**config.mk**
```make
export PLATFORM = sky130hd
export DESIGN_NAME = keypad_emulator
export DESIGN_NICKNAME = d
export VERILOG_FILES = /design/src/rtl/keypad_emulator.sv
export SDC_FILE = /design/constraint.sdc
export NUM_CORES = 1
export LEC_CHECK = 0
export BUFFER_PORTS_ARGS = -buffer_cell sky130_fd_sc_hd__buf_4
export CORE_ASPECT_RATIO = 1.2
export CORE_UTILIZATION = 60
export DETAILED_ROUTE_END_ITERATION = 10
export GPL_ROUTABILITY_DRIVEN = 0
export PLACE_DENSITY_LB_ADDON = 0.12
export SKIP_LAST_GASP = 1
export SLEW_MARGIN = 20
export SYNTH_ARGS = -nofsm -noshare
export SYNTH_HDL_FRONTEND = slang
export SYNTH_SLANG_ARGS = --single-unit
```
**constraint.sdc**
```tcl
create_clock -name int_osc -period 5.47 [get_ports int_osc]
set_input_delay 0.2735 -clock int_osc [delete_from_list [all_inputs] [get_ports int_osc]]
set_output_delay 0.2735 -clock int_osc [all_outputs]
set_load 0.02 [all_outputs]
```
**src/rtl/keypad_emulator.sv**
```systemverilog
// keypad_emulator: scanned 4x4 keypad model with optional contact bounce.
// Ports: int_osc clock, reset async active-high, row in (active-low),
//   col out (active-low, registered), key/hold_cycles/key_valid request,
//   key_ready (high in IDLE), done (one-clock pulse at end of sequence).
// Macro KEYPAD_EMU_BOUNCE_EN enables the PRESS/RELEASE bounce phases;
//   without it the contact closes and opens cleanly.
module keypad_emulator #(
   parameter int BOUNCE_CYCLES = 48,
   parameter int BOUNCE_PERIOD = 5,
   parameter int GAP_CYCLES    = 16
) (
   input  logic        int_osc,
   input  logic        reset,
   input  logic [3:0]  row,
   output logic [3:0]  col,
   input  logic [3:0]  key,
   input  logic [15:0] hold_cycles,
   input  logic        key_valid,
   output logic        key_ready,
   output logic        done
);

   localparam int WB = $clog2(BOUNCE_CYCLES + 1);
   localparam int WP = $clog2(BOUNCE_PERIOD + 1);
   localparam int WG = $clog2(GAP_CYCLES + 1);
   // wide enough for any duration the counter is ever loaded with
   localparam int CW = (WB > 16 || WP > 16 || WG > 16) ? 32 : 16;

   localparam logic [CW-1:0] GAP_LD = CW'(GAP_CYCLES);

   typedef enum logic [2:0] {
      IDLE,
      PRESS_BOUNCE,
      HELD,
      RELEASE_BOUNCE,
      GAP
   } state_t;

   state_t          state;
   logic [CW-1:0]   cnt;
   logic            contact;
   logic [3:0]      key_q;
   logic [15:0]     hold_eff;

   assign hold_eff  = (hold_cycles == 16'd0) ? 16'd1 : hold_cycles;
   assign key_ready = (state == IDLE);

`ifdef KEYPAD_EMU_BOUNCE_EN
   localparam logic [CW-1:0] BNC_LD = CW'(BOUNCE_CYCLES - 1);
   localparam logic [WP-1:0] PER_LD = WP'(BOUNCE_PERIOD - 1);

   logic [15:0]   hold_q;
   logic [WP-1:0] tog;
   // bph = 0 : contact in its "entry" position of the bounce phase
   logic          bph;
`endif

   always_ff @(posedge int_osc or posedge reset) begin
      if (reset) begin
         state   <= IDLE;
         cnt     <= '0;
         contact <= 1'b0;
         col     <= 4'hF;
         done    <= 1'b0;
         key_q   <= 4'h0;
`ifdef KEYPAD_EMU_BOUNCE_EN
         hold_q  <= 16'h0;
         tog     <= '0;
         bph     <= 1'b0;
`endif
      end else begin
         done <= 1'b0;
         // column sense follows the row drive with one clock of latency
         if (contact && !row[key_q[3:2]])
            col <= ~(4'b0001 << key_q[1:0]);
         else
            col <= 4'hF;

`ifdef KEYPAD_EMU_BOUNCE_EN
         if (state == PRESS_BOUNCE || state == RELEASE_BOUNCE) begin
            if (tog == '0) begin
               tog <= PER_LD;
               bph <= ~bph;
            end else begin
               tog <= tog - 1'b1;
            end
         end
`endif

         unique case (state)
            IDLE: begin
               contact <= 1'b0;
               if (key_valid) begin
                  key_q <= key;
`ifdef KEYPAD_EMU_BOUNCE_EN
                  hold_q <= hold_eff;
                  state  <= PRESS_BOUNCE;
                  cnt    <= BNC_LD;
                  tog    <= PER_LD;
                  bph    <= 1'b0;
`else
                  state  <= HELD;
                  cnt    <= CW'(hold_eff - 16'd1);
`endif
               end
            end
`ifdef KEYPAD_EMU_BOUNCE_EN
            PRESS_BOUNCE: begin
               contact <= ~bph;
               if (cnt == '0) begin
                  state <= HELD;
                  cnt   <= CW'(hold_q - 16'd1);
               end else begin
                  cnt <= cnt - 1'b1;
               end
            end
`endif
            HELD: begin
               contact <= 1'b1;
               if (cnt == '0) begin
`ifdef KEYPAD_EMU_BOUNCE_EN
                  state <= RELEASE_BOUNCE;
                  cnt   <= BNC_LD;
                  tog   <= PER_LD;
                  bph   <= 1'b0;
`else
                  state <= GAP;
                  cnt   <= GAP_LD;
`endif
               end else begin
                  cnt <= cnt - 1'b1;
               end
            end
`ifdef KEYPAD_EMU_BOUNCE_EN
            RELEASE_BOUNCE: begin
               contact <= bph;
               if (cnt == '0) begin
                  state <= GAP;
                  cnt   <= GAP_LD;
               end else begin
                  cnt <= cnt - 1'b1;
               end
            end
`endif
            // GAP is loaded with the full count because the contact
            // register opens one clock after the state changes
            GAP: begin
               contact <= 1'b0;
               if (cnt == '0) begin
                  state <= IDLE;
                  done  <= 1'b1;
               end else begin
                  cnt <= cnt - 1'b1;
               end
            end
            default: begin
               state   <= IDLE;
               contact <= 1'b0;
            end
         endcase
      end
   end

endmodule

```
==> PnR_summary.wiki <==
{| class="wikitable"
! Metric !! Value
|-
| Run status || finished with violations
|-
| Violated checks || negative hold slack
|-
| Crit path launch type || flip-flop
|-
| Final WL || 4.34 mm
|-
| Die X || 53.8 um
|-
| HPWL after DPL || 3.29 mm
|-
| Met3 track demand over resource || 0.0381
|-
| DRC Markers || 0
|-
| Met1 Track Usage GR || 0.357
|-
| Core area || 0.00306 mm2
|-
| Max stage delay cell, worst path || sky130_fd_sc_hd__or4_1
|-
| Clock Pin Slew Worst Setup and Hold Paths || 0.15 ns
|-
| Setup repair after global routing missed its margin || false
|-
| Category of the most critical setup path || reg -> reg
|-
| Number of global-route vias before repair || 1675
|-
| Largest net degree at the start of global routing || 29
|-
| Buffers & Inverters on Critical Path || 0
|-
| Fraction of layout cells with a size suffix above 1 || 0.226
|-
| Maximum count of clock buffers along a single path || 2
|-
| Effective utilization at floorplan || 0.632
|-
| Category of cells accounting for the largest share of critical-path delay || compound AO/OA/AOI/OAI gates
|-
| Max-capacitance violation count || 0
|-
| Async set or reset register ratio after synthesis || 1.00
|-
| Number of I/O port buffers || 32
|-
| Relative slew slack || 0.324
|-
| Synth Cell Area || 0.00193 mm2
|-
| Hold WC Path Type || in -> async
|-
| Pleak || 0.931 nW
|-
| IR drop worst, VDD || 346 uV
|-
| Max Clock Freq || 0.356 GHz
|-
| Placement-stage worst setup slack || 2.73 ns
|-
| Number of pins exceeding their max-slew limit in the final report || 0
|-
| Commonest register cell after synthesis || sky130_fd_sc_hd__dfrtp_1
|-
| Post-layout min period || 2.81 ns
|-
| Met2 layer usage reported by global route || 0.485
|-
| Count of H-tree levels built during CTS || 1
|-
| Avg WL per Cell || 16.0 um
|-
| Cell count after synthesis || 207
|-
| Vias after detailed routing || 1785
|-
| Final total negative setup slack || 0 ns
|-
| Portion of the clock cycle consumed by the worst path in the final layout || 0.513
|-
| CP max stage delay || 0.69 ns
|-
| Synthesis-to-finish area growth || 13.9%
|-
| Number of endpoints failing setup at the final stage || 0
|-
| Iteration count of the initial detailed-routing pass || 4
|-
| Sequence of cells on the critical path || or4_1 > o41a_1 > o21ai_4 > o21ai_1 > a221o_1
|-
| Hold_buf cts || 0
|-
| Number of buffers inserted during clock tree synthesis || 3
|-
| Count of distinct cell types in the synthesized netlist || 57
|-
| CTS sink cnt || 28
|-
| Post CTS Setup Buffer Count || 0
|-
| Antenna violations before repair || 0
|-
| # nets final || 270
|-
| Ratio of routed vias to standard cells || 6.59
|-
| Critical path arrival || 3.02 ns
|-
| Number of enable flip-flop cells after synthesis || 0
|-
| Resize count post-CTS || 0
|-
| Max FO, Critical Path || 27
|-
| TritonCTS clock tree || yes
|-
| Global-route wire length before repair || 7.38 mm
|-
| Routed Antenna Nets || 0
|-
| Number of synthesized register bits || 28
|-
| Iteration-0 DRC Markers || 56
|-
| Number of warnings reported in the yosys synthesis log || 0
|-
| Hold_ws || -0.0194 ns
|-
| I/O pin count || 33
|-
| Core Rows || 22
|-
| Synthesized Nets || 241
|-
| DIE AREA || 0.00345 mm2
|-
| Total count of hold-check failures in the final report || 14
|-
| Antenna diode count || 0
|-
| Depth of the worst register-to-register path || 5
|-
| Clock latency on the worst-skew pair || 0.33 ns
|-
| Die Y-Extent || 64.1 um
|-
| Placed cell count || 267
|-
| Overflow left after global routing || 0
|-
| Final core utilization || 0.719
|-
| Total Routing Usage GR || 0.286
|-
| Crit path capture type || flip-flop
|-
| Busiest layer in global routing || met2
|-
| PwrDens || 433 mW/mm2
|-
| Path length in cells of the critical path || 5
|-
| Final standard cell count with taps included and fillers excluded || 271
|-
| Minimum setup slack in the final design || 2.66 ns
|-
| Seq/Total Area, Yosys || 0.366
|-
| Sum of internal, switching and leakage power || 0.951 mW
|-
| Worst setup skew after layout || 0.0147 ns
|-
| Required @ worst endpoint || 5.69 ns
|-
| Clock Tree Root || sky130_fd_sc_hd__clkbuf_4
|-
| Post-Synthesis Mean Instance Area || 9.33 um2
|-
| Transition time at the pin with the least slew margin || 1.01 ns
|}
## cells in the mapped netlist (2+ instances only)
library cell | instances | area, um2
sky130_fd_sc_hd__dfrtp_1 | 24 | 601
sky130_fd_sc_hd__a221o_1 | 3 | 30.0
sky130_fd_sc_hd__buf_2 | 2 | 10.0
sky130_fd_sc_hd__o221ai_1 | 2 | 17.5
sky130_fd_sc_hd__nor3_1 | 8 | 40.0
sky130_fd_sc_hd__inv_1 | 13 | 48.8
sky130_fd_sc_hd__nor4_2 | 2 | 25.0
sky130_fd_sc_hd__nand3b_1 | 2 | 15.0
sky130_fd_sc_hd__nand4b_1 | 3 | 26.3
sky130_fd_sc_hd__clkbuf_1 | 3 | 11.3
sky130_fd_sc_hd__a22o_1 | 8 | 70.1
sky130_fd_sc_hd__a21boi_0 | 2 | 15.0
sky130_fd_sc_hd__or2_2 | 2 | 12.5
sky130_fd_sc_hd__and4b_1 | 2 | 20.0
sky130_fd_sc_hd__nor4_1 | 7 | 43.8
sky130_fd_sc_hd__or4_1 | 5 | 37.5
sky130_fd_sc_hd__o21ai_0 | 8 | 40.0
sky130_fd_sc_hd__o22ai_1 | 3 | 18.8
sky130_fd_sc_hd__mux2_2 | 4 | 45.0
sky130_fd_sc_hd__o31a_1 | 3 | 26.3
sky130_fd_sc_hd__o21a_1 | 3 | 22.5
sky130_fd_sc_hd__dfstp_2 | 4 | 105
sky130_fd_sc_hd__nand2_1 | 7 | 26.3
sky130_fd_sc_hd__o21ai_1 | 11 | 55.1
sky130_fd_sc_hd__nand2b_1 | 2 | 12.5
sky130_fd_sc_hd__mux2i_1 | 2 | 20.0
sky130_fd_sc_hd__nand3_1 | 5 | 25.0
sky130_fd_sc_hd__a21oi_1 | 6 | 30.0
sky130_fd_sc_hd__xnor2_1 | 2 | 17.5
sky130_fd_sc_hd__o32ai_1 | 4 | 35.0
sky130_fd_sc_hd__nor2b_1 | 3 | 18.8
sky130_fd_sc_hd__xor2_1 | 5 | 43.8
sky130_fd_sc_hd__nor2_1 | 17 | 63.8
sky130_fd_sc_hd__ha_1 | 7 | 87.6
## cell families after synthesis
kind of cell	synth area share
DFF	0.366
and+or+nand+nor	0.220
AOI/OAI and AO/OA	0.244
muxes	0.0454
buffers and inverters	0.0480
adders and majority gates	0.0454
xor gates and xnor gates	0.0318
## registers in the layout, indices dropped and copies added (netlist names)
| register | count |
|---|---|
| contact | 1 |
| cnt | 16 |
| col | 4 |
| done | 1 |
| state | 2 |
| key_q | 4 |
## area by class of cell
class                      count  area (um2)
clock buffer                   4        26.3
multi-input combinational    158        1130
inverter                      13        48.8
timing repair buffer          32         240
tap                           36        45.0
fill                         248         857
sequential                    28         706
## placed cells by master, fill, tap and decap left out, types with 3 or more instances in the layout
master and n:
sky130_fd_sc_hd__mux2_2 4, sky130_fd_sc_hd__dfrtp_1 24, sky130_fd_sc_hd__o21ai_1 11, sky130_fd_sc_hd__dfstp_2 4
sky130_fd_sc_hd__or4_1 5, sky130_fd_sc_hd__o21ai_0 8, sky130_fd_sc_hd__nor4_1 7, sky130_fd_sc_hd__o31a_1 3
sky130_fd_sc_hd__o22ai_1 3, sky130_fd_sc_hd__a21oi_1 6, sky130_fd_sc_hd__nor2_1 17, sky130_fd_sc_hd__nor2b_1 3
sky130_fd_sc_hd__nor3_1 8, sky130_fd_sc_hd__nand3_1 5, sky130_fd_sc_hd__inv_1 12, sky130_fd_sc_hd__xor2_1 5
sky130_fd_sc_hd__ha_1 7, sky130_fd_sc_hd__nand4b_1 3, sky130_fd_sc_hd__clkbuf_4 3, sky130_fd_sc_hd__a221o_1 3
sky130_fd_sc_hd__o21a_1 3, sky130_fd_sc_hd__o32ai_1 4, sky130_fd_sc_hd__a22o_1 8, sky130_fd_sc_hd__nand2_1 7
sky130_fd_sc_hd__buf_4 32
## worst reg2reg max path: stages, from the launching register on
cell	delay, ns
sky130_fd_sc_hd__dfrtp_1	0.45
sky130_fd_sc_hd__or4_1	0.69
sky130_fd_sc_hd__o41a_1	0.49
sky130_fd_sc_hd__o21ai_4	0.52
sky130_fd_sc_hd__o21ai_1	0.16
sky130_fd_sc_hd__a221o_1	0.39
## routing by layer
layer  share of wire  vias up
li1                -      855
met5               0        -
met4           0.019        0
met2            0.51       70
met3           0.049       10
met1            0.42      850
## where the power goes
part	switching [mW]	leakage, nW	internal, mW
combinational	0.266	0.575	0.216
sequential	0.0873	0.341	0.296
clock	0.0586	0.0150	0.0286
total	0.412	0.931	0.540
## metrics by stage
stage          hold slack (ns)  area [um2]
4_1_cts                  0.172        2200
3_3_place_gp             0.445        2170
6_report               -0.0194        2200
5_1_grt                 0.0148        2200
3_5_place_dp             0.458        2170
2_1_floorplan            0.336        1930
## final timing paths
kind                                       from                   end  slack, ns
max                         cnt[10]$_DFFE_PP0P_   cnt[12]$_DFFE_PP0P_       2.66
min                                       reset  state[1]$_DFFE_PP0P_      -0.02
max reg2reg                 cnt[10]$_DFFE_PP0P_   cnt[12]$_DFFE_PP0P_       2.66
min reg2reg                key_q[1]$_DFFE_PP0P_      col[2]$_DFF_PP1_       0.48
max in group asynchronous                 reset      col[1]$_DFF_PP1_       5.09
min in group int_osc                     key[2]  key_q[2]$_DFFE_PP0P_       0.17
(Power assumes the default switching activity.)
